### src/rtl/fib_pkg.sv
// Shared types and default widths for the Fibonacci term scheduler.
// The id-width helper keeps a single-requester build from collapsing to 0 bits.
package fib_pkg;
   typedef enum logic {IDLE = 1'b0, RUN = 1'b1} state_t;

   localparam int FIB_W     = 32;
   localparam int FIB_NW    = 16;
   localparam int FIB_N_REQ = 2;

   function automatic int id_w(input int n);
      return (n < 2) ? 1 : $clog2(n);
   endfunction
endpackage

### src/rtl/fib_sched_if.sv
// Request/stream bundle between requesters, the scheduler and the term consumer.
import fib_pkg::*;
interface fib_sched_if #(
   parameter int W     = FIB_W,
   parameter int N_REQ = FIB_N_REQ,
   parameter int NW    = FIB_NW,
   parameter int IDW   = id_w(N_REQ)
);
   logic [N_REQ-1:0]         req_valid;
   logic [N_REQ-1:0]         req_ready;
   logic [N_REQ-1:0][NW-1:0] req_n;
   logic                     out_valid;
   logic                     out_ready;
   logic [W-1:0]             out_data;
   logic [IDW-1:0]           out_id;
   logic                     out_last;
   logic                     out_ovf;
   logic                     busy;

   modport master (output req_valid, req_n, out_ready,
                   input  req_ready, out_valid, out_data, out_id, out_last, out_ovf, busy);
   modport slave  (input  req_valid, req_n, out_ready,
                   output req_ready, out_valid, out_data, out_id, out_last, out_ovf, busy);
endinterface

### src/rtl/fib_rr_arb.sv
// Combinational round-robin arbiter: first set request at or after ptr wins.
import fib_pkg::*;
module fib_rr_arb #(
   parameter int N_REQ = FIB_N_REQ,
   parameter int IDW   = id_w(N_REQ)
) (
   input  logic [N_REQ-1:0] req,
   input  logic [IDW-1:0]   ptr,
   input  logic             en,
   output logic [N_REQ-1:0] gnt,
   output logic [IDW-1:0]   idx
);
   logic           found;
   logic [IDW-1:0] k;

   always_comb begin
      gnt   = '0;
      idx   = '0;
      found = 1'b0;
      k     = '0;
      for (int i = 0; i < N_REQ; i++) begin
         k = IDW'((int'(ptr) + i) % N_REQ);
         if (en && !found && req[k]) begin
            found  = 1'b1;
            gnt[k] = 1'b1;
            idx    = k;
         end
      end
   end
endmodule

### src/rtl/fib_sched.sv
// Shares one Fibonacci term generator between N_REQ requesters, round-robin,
// streaming F(0)..F(n-1) tagged with the owning requester id.
import fib_pkg::*;
module fib_sched #(
   parameter int W     = FIB_W,
   parameter int N_REQ = FIB_N_REQ,
   parameter int NW    = FIB_NW,
   parameter int IDW   = id_w(N_REQ)
) (
   input logic       clk,
   input logic       reset,
   fib_sched_if.slave bus
);
   state_t           state, state_nx;
   logic [IDW-1:0]   ptr, id, g_idx;
   logic [N_REQ-1:0] gnt;
   logic [W-1:0]     a, b;
   logic             b_wrap, ovf;
   logic [NW-1:0]    cnt, n_r, n_sel;
   logic [W:0]       sum;
   logic             acc, xfer, last;

   fib_rr_arb #(.N_REQ(N_REQ), .IDW(IDW)) u_arb (
      .req (bus.req_valid),
      .ptr (ptr),
      .en  (state == IDLE),
      .gnt (gnt),
      .idx (g_idx)
   );

   assign acc   = |gnt;
   assign n_sel = bus.req_n[g_idx];
   assign xfer  = (state == RUN) && bus.out_ready;
   assign last  = (cnt == n_r - NW'(1));
   assign sum   = {1'b0, a} + {1'b0, b};

   always_ff @(posedge clk) begin
      if (reset) state <= IDLE;
      else       state <= state_nx;
   end

   always_comb begin
      state_nx = state;
      case (state)
         IDLE: if (acc && n_sel != '0) state_nx = RUN;
         RUN:  if (xfer && last)       state_nx = IDLE;
         default: state_nx = IDLE;
      endcase
   end

   always_comb begin
      bus.req_ready = gnt;
      bus.out_valid = (state == RUN);
      bus.busy      = (state == RUN);
      bus.out_data  = a;
      bus.out_id    = id;
      bus.out_last  = (state == RUN) && last;
      bus.out_ovf   = (state == RUN) && ovf;
   end

   // b_wrap tags b as a wrapped term; it folds into the sticky ovf once b is presented
   always_ff @(posedge clk) begin
      if (reset) begin
         ptr    <= '0;
         id     <= '0;
         n_r    <= '0;
         cnt    <= '0;
         a      <= '0;
         b      <= W'(1);
         b_wrap <= 1'b0;
         ovf    <= 1'b0;
      end else if (acc) begin
         ptr    <= (g_idx == IDW'(N_REQ - 1)) ? '0 : g_idx + IDW'(1);
         id     <= g_idx;
         n_r    <= n_sel;
         cnt    <= '0;
         a      <= '0;
         b      <= W'(1);
         b_wrap <= 1'b0;
         ovf    <= 1'b0;
      end else if (xfer) begin
         a      <= b;
         b      <= sum[W-1:0];
         b_wrap <= sum[W];
         ovf    <= ovf | b_wrap;
         cnt    <= cnt + NW'(1);
      end
   end
endmodule
### src/flat_wrapper.sv
// flat-port wrapper written by rule: the top's interface ports become plain ports
module fib_sched_flat 
#(
   parameter int W     = FIB_W,
   parameter int N_REQ = FIB_N_REQ,
   parameter int NW    = FIB_NW,
   parameter int IDW   = id_w(N_REQ)
)
  (clk, reset, bus_req_valid, bus_req_n, bus_out_ready, bus_req_ready, bus_out_valid, bus_out_data, bus_out_id, bus_out_last, bus_out_ovf, bus_busy);
  fib_sched_if #(.W(W), .N_REQ(N_REQ), .NW(NW), .IDW(IDW)) bus_i ();
  input logic clk;
  input logic reset;
  input wire logic [$bits(bus_i.req_valid)-1:0] bus_req_valid;
  input wire logic [$bits(bus_i.req_n)-1:0] bus_req_n;
  input wire logic [$bits(bus_i.out_ready)-1:0] bus_out_ready;
  output wire logic [$bits(bus_i.req_ready)-1:0] bus_req_ready;
  output wire logic [$bits(bus_i.out_valid)-1:0] bus_out_valid;
  output wire logic [$bits(bus_i.out_data)-1:0] bus_out_data;
  output wire logic [$bits(bus_i.out_id)-1:0] bus_out_id;
  output wire logic [$bits(bus_i.out_last)-1:0] bus_out_last;
  output wire logic [$bits(bus_i.out_ovf)-1:0] bus_out_ovf;
  output wire logic [$bits(bus_i.busy)-1:0] bus_busy;
  assign bus_i.req_valid = bus_req_valid;
  assign bus_i.req_n = bus_req_n;
  assign bus_i.out_ready = bus_out_ready;
  assign bus_req_ready = bus_i.req_ready;
  assign bus_out_valid = bus_i.out_valid;
  assign bus_out_data = bus_i.out_data;
  assign bus_out_id = bus_i.out_id;
  assign bus_out_last = bus_i.out_last;
  assign bus_out_ovf = bus_i.out_ovf;
  assign bus_busy = bus_i.busy;
  fib_sched #(.W(W), .N_REQ(N_REQ), .NW(NW), .IDW(IDW)) u_core (.clk(clk), .reset(reset), .bus(bus_i));
endmodule
### config.mk
export PLATFORM = sky130hd
export DESIGN_NAME = fib_sched_flat
export DESIGN_NICKNAME = d
export VERILOG_FILES = /design/src/rtl/fib_pkg.sv /design/src/rtl/fib_sched_if.sv /design/src/rtl/fib_rr_arb.sv /design/src/rtl/fib_sched.sv /design/src/flat_wrapper.sv
export SDC_FILE = /design/constraint.sdc
export NUM_CORES = 1
export LEC_CHECK = 0
export BUFFER_PORTS_ARGS = -buffer_cell sky130_fd_sc_hd__buf_2
export CORE_ASPECT_RATIO = 1.2
export CORE_MARGIN = 3
export CORE_UTILIZATION = 60
export CTS_CLUSTER_SIZE = 14
export DETAILED_ROUTE_END_ITERATION = 8
export GPL_ROUTABILITY_DRIVEN = 0
export PLACE_DENSITY = 0.82
export SETUP_SLACK_MARGIN = 0.4
export SYNTH_ARGS = -nofsm -noshare
export SYNTH_HDL_FRONTEND = slang
export SYNTH_SLANG_ARGS = --single-unit
### constraint.sdc
create_clock -name clk -period 6.64 [get_ports clk]
set_clock_uncertainty 0.15 [all_clocks]
set_input_delay 0 -clock clk [delete_from_list [all_inputs] [get_ports clk]]
set_output_delay 0 -clock clk [all_outputs]
set_load 0.01 [all_outputs]
==> metrics.md <==
| Metric | Value |
|---|---|
| Pin count of the biggest net entering global routing | just over 70 |
| First-pass GRT wire length | between 20000 and 30000 microns |
| WP data required | roughly 6500 ps |
| Layout cells sized above 1 | 0.1217 |
| Power Dens Cells | about 170 nW/um^2 |
| Number of enable flip-flop cells after synthesis | 0 |
| Hold Vio Cnt, Final | 0 |
| Total GRT Usage | 0.3176 |
| Sequential area share after synthesis | 0.3438 |
| Final Max Tran Viols | 0 |
| Die area | 11030 sq um |
| Starting DRC count in detailed routing | roughly 410 |
| Leakage | between 0.002 and 0.003 uW |
| Main synth FF type | dfxtp_1 |
| Row count | 38 |
| Fillers | 700 |
| Most frequent cells in the layout | nand2_1, dfxtp_1, a21oi_1 |
| Number of distinct library cells after synthesis | between 50 and 60 |
| ANT nets after route | 0 |
| Period utilization | 0.5086 |
| Chip Height | between 100 and 150 microns |
| DP HPWL | about 11000 microns |
| DP Cell Count | between 900 and 1000 |
| Arr. time, crit path | ~3200 ps |
| Worst setup path class | flip-flop to output pin |
| Synthesis-stage register bit count | roughly 100 |
| Crit-path max FO | 7 |
| Clock Tree Buf Depth | 2 |
| DRC | 0 |
| Commonest non-fill, non-tap cell in the layout | nand2_1 |
| Buffers on Ports | 75 |
| Clk_lat worst skew | roughly 380 ps |
| Final Cell Area | 6830 sq um |
| Grt total ovfl | 0 |
| Area of the core | 9319 sq um |
| Asr flop ratio synth | 0 |
| # IOs | 76 |
| Synthesized cell area | approximately 6000 sq um |
| Sequential cell area | ~2000 sq um |
| Critical path startpoint category | flip-flop |
| Cell count after synthesis | ~750 |
| Syn-to-layout area delta | 16.12% |
| Max Fclk | between 0.2 and 0.3 GHz |
| Max-Cap Viols | 0 |
| HP Class | input port to flip-flop |
| Avg WL per Cell | around 17 microns |
| Post-route setup TNS | 0 ps |
| Maximum VDD drop | ~100 uV |
| Tot Pwr | 1184 uW |
| Vias | roughly 5900 |
| Clock transition at path regs | approximately 100 ps |
| Via density | approximately 6.2 |
| Htree depth | 3 |
| Unrepaired setup endpoints after global routing | false |
| Initial antenna violation count | 0 |
| Final setup violating endpoints | 0 |
| Syn nets | slightly above 800 |
| 1st-pass router iterations | 5 |
| Die width | roughly 96 microns |
| Final core occ | 0.7329 |
| Period minus WS final | 3377 ps |
| Final non-filler cell total | ~960 |
| # diodes | 0 |
| WL final | roughly 17000 microns |
| Nets | ~910 |
| Vias in the first global route | about 6000 |
| Footprint of the multi-input gates | about 3700 sq um |
| CTS Sinks | between 100 and 150 |
| Slew HR | 0.1506 |
| CTS buffer count | 9 |
| Synth warnings | 0 |
| Initial core utilization | 0.6312 |
| CTS tree | yes |
| Post-DP Area | 6285 sq um |
| Mean Syn Cell Area | ~8 sq um |
| Critical Path End Type | output pin |
| Worst-margin pin slew | 1269 ps |
| Root Driver | clkbuf_8 |
| Outcome | completed |
## path summary, 6_finish.rpt
kind	from	to	slack [ps]	cells after the start
setup reg to reg	u_core.bus.out_data[0]	u_core.b[28]	3270	10
hold / removal	bus_out_ready	u_core.bus.out_data[29]	130	4
setup / recovery	u_core.n_r[6]	bus_out_last	3260	7
hold reg to reg	u_core.b[14]	u_core.bus.out_data[14]	320	2
## where the power goes
part | switching (uW) | internal (uW)
sequential | 18.2 | 617
clock | 216 | 154
combinational | 103 | 76.1
## per-layer routing
metal / share of wire / vias up / wire length [microns] / track usage
li1: - / 2812 / - / -
met1: 0.38 / 2766 / 6366 / 0.3551
met2: 0.49 / 262 / 8176 / 0.5311
met3: 0.064 / 80 / 1067 / 0.08941
met4: 0.057 / 0 / 937 / 0.1843
met5: 0 / - / 0 / 0
## per-stage QoR
stage | worst slack, ps | hold WS [ps]
CTS | 3300 | 120.6
global route | 3083 | 147.8
detailed placement | 3346 | 113.0
finish | 3263 | 130.3
global placement | 3501 | 106.0
floorplan | 3709 | -80.93
## registers in the layout (all words and copies together), names as in the netlist
signal	count
u_core.n_r	16
u_core.ovf	1
u_core.b	32
u_core.b_wrap	1
u_core.bus.out_id	1
u_core.ptr	1
u_core.bus.busy	1
u_core.cnt	16
u_core.bus.out_data	32
## cells in the mapped netlist (3+ instances only)
cell type / number / share of area
a31oi_1: 5 / 0.0053
o21a_1: 3 / 0.0038
o211ai_1: 9 / 0.011
clkbuf_1: 32 / 0.020
nor3_1: 9 / 0.0077
a22oi_1: 3 / 0.0038
and3_1: 7 / 0.0074
nor2b_1: 4 / 0.0043
nand3_1: 16 / 0.014
or3_1: 3 / 0.0032
xor2_1: 26 / 0.039
o22ai_1: 5 / 0.0053
nand2_1: 147 / 0.094
nor2_1: 47 / 0.030
nand2b_1: 6 / 0.0064
nor4_1: 11 / 0.012
dfxtp_1: 101 / 0.34
nand4_1: 11 / 0.012
ha_1: 34 / 0.072
a21o_1: 12 / 0.015
o21ai_0: 49 / 0.042
mux2i_1: 20 / 0.034
xnor2_1: 33 / 0.049
inv_1: 15 / 0.0096
o21bai_1: 6 / 0.0077
and2_1: 3 / 0.0032
a21oi_1: 81 / 0.069
buf_1: 5 / 0.0032
a211oi_1: 6 / 0.0077
## critical path, stage by stage, from the launching register on
cell       delay [ps]
dfxtp_1           410
or4_4             540
or3_4             380
nor4b_4           270
xnor2_1            90
or4_4             550
a2111oi_4         390
buf_2             220
## what timing repair did
action | in CTS | in global routing
hold buffers | 37 | 0
gates resized for setup | 0 | 0
endpoints found under the hold margin | 20 | 0
buffers inserted | 0 | 0
## cell type report
class / instances / area share
Tap cell: 120 / 0.02198
Timing Repair Buffer: 115 / 0.1125
Clock buffer: 11 / 0.02217
Clock inverter: 4 / 0.003480
Inverter: 15 / 0.008243
Sequential cell: 101 / 0.2960
Multi-Input combinational cell: 592 / 0.5356
## kinds of logic (layout without fill, tap and decap cells)
kind of cell | after synthesis | after routing | share of synthesized area
flops | 101 | 101 | 0.3438
buf+inv | 54 | 145 | 0.03638
fa+ha+maj | 35 | 35 | 0.07573
compound gates | 202 | 202 | 0.2085
simple gates | 276 | 276 | 0.2138
xor+xnor | 59 | 59 | 0.08785
mux | 20 | 20 | 0.03403
Power figures use the tool's default switching activity.
